## config.mk

```make
export PLATFORM = sky130hd
export DESIGN_NAME = sram_port_ctrl_flat
export DESIGN_NICKNAME = d
export VERILOG_FILES = /design/src/rtl/sram_port_ctrl_if.sv /design/src/rtl/sram_port_ctrl.sv /design/src/flat_wrapper.sv
export SDC_FILE = /design/constraint.sdc
export NUM_CORES = 1
export LEC_CHECK = 0
export BUFFER_PORTS_ARGS = -buffer_cell sky130_fd_sc_hd__buf_2
export CAP_MARGIN = 5
export CORE_ASPECT_RATIO = 1.25
export CORE_UTILIZATION = 43
export DETAILED_ROUTE_END_ITERATION = 8
export HOLD_SLACK_MARGIN = 0.06
export PLACE_DENSITY_LB_ADDON = 0.2
export SYNTH_ARGS = -nofsm -noshare
export SYNTH_HDL_FRONTEND = slang
export SYNTH_SLANG_ARGS = --single-unit
```

## constraint.sdc

```tcl
create_clock -name CLK -period 4.6 [get_ports CLK]
set_input_delay 1.38 -clock CLK [delete_from_list [all_inputs] [get_ports CLK]]
set_output_delay 1.38 -clock CLK [all_outputs]
set_load 0.02 [all_outputs]
```

## src/rtl/sram_port_ctrl_if.sv

```systemverilog
// Request/grant bus between a master (LSU, debug, interconnect) and the SRAM port controller.
interface sram_port_ctrl_if #(
    parameter int ADDR_WIDTH = 12,
    parameter int DATA_WIDTH = 32
);
    localparam int BE_WIDTH = DATA_WIDTH / 8;

    logic                  req_i;
    logic                  gnt_o;
    logic [ADDR_WIDTH-1:0] addr_i;
    logic                  we_i;
    logic [BE_WIDTH-1:0]   be_i;
    logic [DATA_WIDTH-1:0] wdata_i;
    logic                  rvalid_o;
    logic [DATA_WIDTH-1:0] rdata_o;

    modport master (output req_i, addr_i, we_i, be_i, wdata_i,
                    input  gnt_o, rvalid_o, rdata_o);
    modport slave  (input  req_i, addr_i, we_i, be_i, wdata_i,
                    output gnt_o, rvalid_o, rdata_o);
endinterface

```

## src/rtl/sram_port_ctrl.sv

```systemverilog
// Single-port SRAM controller: post-reset fill of the whole array, then one-cycle
// grant/rvalid bus service with read data held stable between responses.
module sram_port_ctrl #(
    parameter int                  ADDR_WIDTH    = 12,
    parameter int                  DATA_WIDTH    = 32,
    parameter bit                  INIT_ON_RESET = 1'b1,
    parameter logic [DATA_WIDTH-1:0] INIT_VALUE  = '0
) (
    input  logic                    CLK,
    input  logic                    RST,
    sram_port_ctrl_if.slave         bus,
    output logic                    init_done_o,
    output logic                    CSN,
    output logic                    WEN,
    output logic [ADDR_WIDTH-1:0]   A,
    output logic [DATA_WIDTH-1:0]   D,
    output logic [DATA_WIDTH/8-1:0] BEN,
    input  logic [DATA_WIDTH-1:0]   Q
);
    localparam int BE_WIDTH = DATA_WIDTH / 8;

    typedef enum logic {S_INIT, S_READY} state_t;
    localparam state_t RESET_STATE = INIT_ON_RESET ? S_INIT : S_READY;

    state_t                state_q, state_d;
    logic [ADDR_WIDTH-1:0] cnt_q, cnt_d;
    logic                  rvalid_q, rd_pend_q;
    logic [DATA_WIDTH-1:0] hold_q;

    logic                  gnt, acc;
    logic                  csn, wen;
    logic [ADDR_WIDTH-1:0] a;
    logic [DATA_WIDTH-1:0] d;
    logic [BE_WIDTH-1:0]   ben;

    always_ff @(posedge CLK) begin
        if (RST) begin
            state_q   <= RESET_STATE;
            cnt_q     <= '0;
            rvalid_q  <= 1'b0;
            rd_pend_q <= 1'b0;
            hold_q    <= '0;
        end else begin
            state_q   <= state_d;
            cnt_q     <= cnt_d;
            rvalid_q  <= acc;
            rd_pend_q <= acc & ~bus.we_i;
            if (rvalid_q && rd_pend_q)
                hold_q <= Q;
        end
    end

    // SRAM stays idle while RST is high, whatever the bus is doing.
    always_comb begin
        state_d = state_q;
        cnt_d   = cnt_q;
        gnt     = 1'b0;
        acc     = 1'b0;
        csn     = 1'b1;
        wen     = 1'b1;
        ben     = '1;
        a       = '0;
        d       = '0;
        if (!RST) begin
            unique case (state_q)
                S_INIT: begin
                    csn   = 1'b0;
                    wen   = 1'b0;
                    ben   = '0;
                    a     = cnt_q;
                    d     = INIT_VALUE;
                    cnt_d = cnt_q + 1'b1;
                    if (cnt_q == '1)
                        state_d = S_READY;
                end
                S_READY: begin
                    gnt = 1'b1;
                    acc = bus.req_i;
                    csn = ~bus.req_i;
                    a   = bus.addr_i;
                    d   = bus.wdata_i;
                    if (bus.req_i) begin
                        wen = ~bus.we_i;
                        ben = ~bus.be_i;
                    end
                end
                default: state_d = RESET_STATE;
            endcase
        end
    end

    assign CSN = csn;
    assign WEN = wen;
    assign A   = a;
    assign D   = d;
    assign BEN = ben;

    assign bus.gnt_o    = gnt;
    assign bus.rvalid_o = rvalid_q & ~RST;
    assign bus.rdata_o  = RST                    ? '0 :
                          (rvalid_q && rd_pend_q) ? Q  : hold_q;
    assign init_done_o  = (state_q == S_READY) & ~RST;
endmodule

```

## src/flat_wrapper.sv

```systemverilog
// flat-port wrapper written by rule: the top's interface ports become plain ports
module sram_port_ctrl_flat 
#(
    parameter int                  ADDR_WIDTH    = 12,
    parameter int                  DATA_WIDTH    = 32,
    parameter bit                  INIT_ON_RESET = 1'b1,
    parameter logic [DATA_WIDTH-1:0] INIT_VALUE  = '0
)
  (CLK, RST, init_done_o, CSN, WEN, A, D, BEN, Q, bus_req_i, bus_addr_i, bus_we_i, bus_be_i, bus_wdata_i, bus_gnt_o, bus_rvalid_o, bus_rdata_o);
  sram_port_ctrl_if #(.ADDR_WIDTH(ADDR_WIDTH), .DATA_WIDTH(DATA_WIDTH)) bus_i ();
  input  logic CLK;
  input  logic RST;
  output logic init_done_o;
  output logic CSN;
  output logic WEN;
  output logic [ADDR_WIDTH-1:0] A;
  output logic [DATA_WIDTH-1:0] D;
  output logic [DATA_WIDTH/8-1:0] BEN;
  input  logic [DATA_WIDTH-1:0] Q;
  input wire logic [$bits(bus_i.req_i)-1:0] bus_req_i;
  input wire logic [$bits(bus_i.addr_i)-1:0] bus_addr_i;
  input wire logic [$bits(bus_i.we_i)-1:0] bus_we_i;
  input wire logic [$bits(bus_i.be_i)-1:0] bus_be_i;
  input wire logic [$bits(bus_i.wdata_i)-1:0] bus_wdata_i;
  output wire logic [$bits(bus_i.gnt_o)-1:0] bus_gnt_o;
  output wire logic [$bits(bus_i.rvalid_o)-1:0] bus_rvalid_o;
  output wire logic [$bits(bus_i.rdata_o)-1:0] bus_rdata_o;
  assign bus_i.req_i = bus_req_i;
  assign bus_i.addr_i = bus_addr_i;
  assign bus_i.we_i = bus_we_i;
  assign bus_i.be_i = bus_be_i;
  assign bus_i.wdata_i = bus_wdata_i;
  assign bus_gnt_o = bus_i.gnt_o;
  assign bus_rvalid_o = bus_i.rvalid_o;
  assign bus_rdata_o = bus_i.rdata_o;
  sram_port_ctrl #(.ADDR_WIDTH(ADDR_WIDTH), .DATA_WIDTH(DATA_WIDTH), .INIT_ON_RESET(INIT_ON_RESET), .INIT_VALUE(INIT_VALUE)) u_core (.CLK(CLK), .RST(RST), .bus(bus_i), .init_done_o(init_done_o), .CSN(CSN), .WEN(WEN), .A(A), .D(D), .BEN(BEN), .Q(Q));
endmodule
```

==> flow_summary.yaml <==
placed_design:
  io_buffers: 168
  post-place-ws_ns: 0.8704
  dp_hpwl_mm: 4.867
  gp_congestion: 0.8228
drt:
  met1Wirelength_mm: 2.818
  routed_wl_mm: 6.513
  drtIter0Drc: 90
  wl_met2_mm: 3.066
  drcViolationCount: 0
  route.met3.wl_um: 533
  vias_per_cell: 4.790
  wl_per_cell_um: 13.03
  dr.max_layer_used: "met4"
  dr.pass1.iters: 4
  via_count: 2395
  postRouteAntennaNets: 0
yosys:
  synth_seq_cells: 47
  syn_area_per_cell_um2: 7.759
  syn-cell-area_um2: 2196
  synth-simple-area-share: 0.3088
  netlist_instances: 283
  muxShareOfSynthArea: 0.06439
  synth_area_leaders: "dfxtp_1 43%, nand2_1 12%, and2_1 9.4%"
  synth_flop_cell: "dfxtp_1"
  yosysTopAreaCellShare: 0.4285
  synthXorXnorAreaFrac: 0.01595
  synth_fa_ha_area_frac: 0.005698
  yosys_warnings: 0
  synth_nets: 368
  synth_top_family_by_area: "simple AND/OR/NAND/NOR gates"
  synth_compound_area_frac: 0.1208
  yosysSeqAreaShare: 0.4285
  synth-async-reset-ratio: 0
  synth_edf_count: 0
  yosysTopAreaCell: "dfxtp_1"
  synthDistinctLibCells: 30
floorplan:
  die-area_um2: 5398
  fp.dieW_um: 65.92
  core_um2: 4835
  die_y_um: 81.90
  num_rows: 28
  start_util: 0.4542
  io-pin-count: 169
sta:
  hold_viol_final: 0
  fin_worst_skew_ns: 0.003021
  finalCritPeriodShare: 0.8227
  setup_viol: 0
  setup_tns_ns: 0
  worst_pin_slew_ns: 1.067
  setup_ws_ns: 0.8156
  relSlewSlack: 0.2886
  hold_slack_ns: 0.4558
  rsz0062_at_grt: "no"
  max_freq_mhz: 264.2
  post-route-min-period_ns: 3.784
  slew_violations: 0
worst_setup_path:
  worstPathRequired_ns: 3.22
  endpoint_kind: "output port"
  worst_ep_arrival_time_ns: 2.40
  cp_max_fo: 34
  critPathKind: "reg2out"
  cp-start-kind: "flip-flop"
clock_tree:
  clkLatencyLatePin_ns: 0.30
  cts_tree: "done"
  post-cts-setup-buffers: 0
  path_clk_slew_ns: 0.09
  clockBufferDepth: 2
  ctsRootBufferMaster: "clkbuf_8"
  hold_buffers: 0
  cts.repair.resized: 0
  cts_sinks: 47
  cts_made_buffers: 5
  htree_levels: 2
power:
  power_uw: 719.4
  max-vdd-ir-drop_mv: 0.09620
  powerDensity_nw_per_um2: 231.2
  leakage_nw: 1.533
cells_and_area:
  syn2layout_area_growth_pct: 41.71
  nFillCells: 442
  post-route-util: 0.6436
  finalNetCount: 524
  layout-drive-gt1-share: 0.4136
  insertedDiodeCount: 0
global_route:
  grt_max_degree: 35
  grt.total_usage: 0.2256
  grt_pass1_wl_mm: 9.101
  antenna_found_initial: 0
  grt_overflow: 0
  grt_pass1_vias: 1934
hold_path:
  hp-class: "reg2reg"
status:
  outcome: "finished clean"
run:
  drv_cap: 0
==> kinds of logic (layout without fill, tap and decap cells) <==
kind of cell | count (synthesis) | count (layout)
compound gates | 51 | 51
xor+xnor | 4 | 4
fa+ha+maj | 1 | 1
buf+inv | 26 | 183
flops | 47 | 47
mux | 14 | 14
simple gates | 140 | 140
==> routing by layer <==
metal  GRT usage  vias to the layer above
met2      0.3786                      112
li1            -                     1234
met3     0.05833                       10
met1      0.2763                     1039
met4     0.07826                        0
met5           0                        -
==> final cells by class <==
cell class,count,area [µm²],area share
tap,60,75.07,0.02413
timing repair buffer,171,863.3,0.2774
clock inverter,2,12.51,0.004021
clock buffer,6,72.57,0.02332
inverter,4,15.01,0.004825
multi-input combinational,210,1132,0.3639
sequential,47,940.9,0.3024
==> synthesized netlist by cell type (2+ instances only) <==
library cell,number
o31ai_1,4
nor2_1,19
and2_1,33
clkbuf_1,15
nand2_1,68
nand3_1,2
o21ai_0,7
nor2b_1,3
a21oi_1,40
buf_2,2
mux2i_1,13
buf_4,2
xor2_1,3
inv_1,4
buf_6,2
nor4_1,2
or4_1,5
dfxtp_1,47
==> path summary, 6_finish.rpt <==
path         slack [ns]                end  cells after the start         startpoint
max                0.82               D[6]                      5     u_core.state_q
min                0.46  u_core.hold_q[16]                      2  u_core.hold_q[16]
max reg2reg        2.59   u_core.cnt_q[11]                      3     u_core.state_q
min reg2reg        0.46  u_core.hold_q[16]                      2  u_core.hold_q[16]
==> power breakdown <==
group,switching [mW],internal (mW)
Clock,0.137,0.106
Combinational,0.0307,0.0335
Sequential,0.00334,0.409
Total,0.171,0.549
==> cell usage in the layout (no fill, tap or decap), types with 2 or more instances in the layout <==
master | synthesis | layout
xor2_1 | 3 | 3
mux2i_1 | 13 | 13
nand3_1 | 2 | 2
dfxtp_1 | 47 | 47
clkbuf_8 | 0 | 5
nor4_1 | 2 | 2
buf_4 | 2 | 3
a21oi_1 | 40 | 40
and2_1 | 33 | 33
or4_1 | 5 | 5
nor2_1 | 19 | 19
inv_1 | 4 | 4
o31ai_1 | 4 | 4
nor2b_1 | 3 | 3
o21ai_0 | 7 | 7
buf_2 | 2 | 168
nand2_1 | 68 | 68
==> critical path: stages, from the launching register on <==
cell and delay (ns):
dfxtp_1 0.94, inv_1 0.37, nor2_1 0.19, buf_4 0.27, and2_1 0.16, buf_2 0.16
==> state kept, by name, summed over array words and instances, names as in the netlist <==
signal and cells:
u_core.state_q 1, u_core.rvalid_q 1, u_core.rd_pend_q 1, u_core.cnt_q 12, u_core.hold_q 32
==> per-stage QoR <==
stage                     std cells  instance area (µm²)
final                           500                 3112
after global routing            500                 3112
after CTS                       500                 3112
after detailed placement        492                 3027
after global placement          492                 3027
after floorplan                 283                 2196
(Power assumes the default switching activity.)
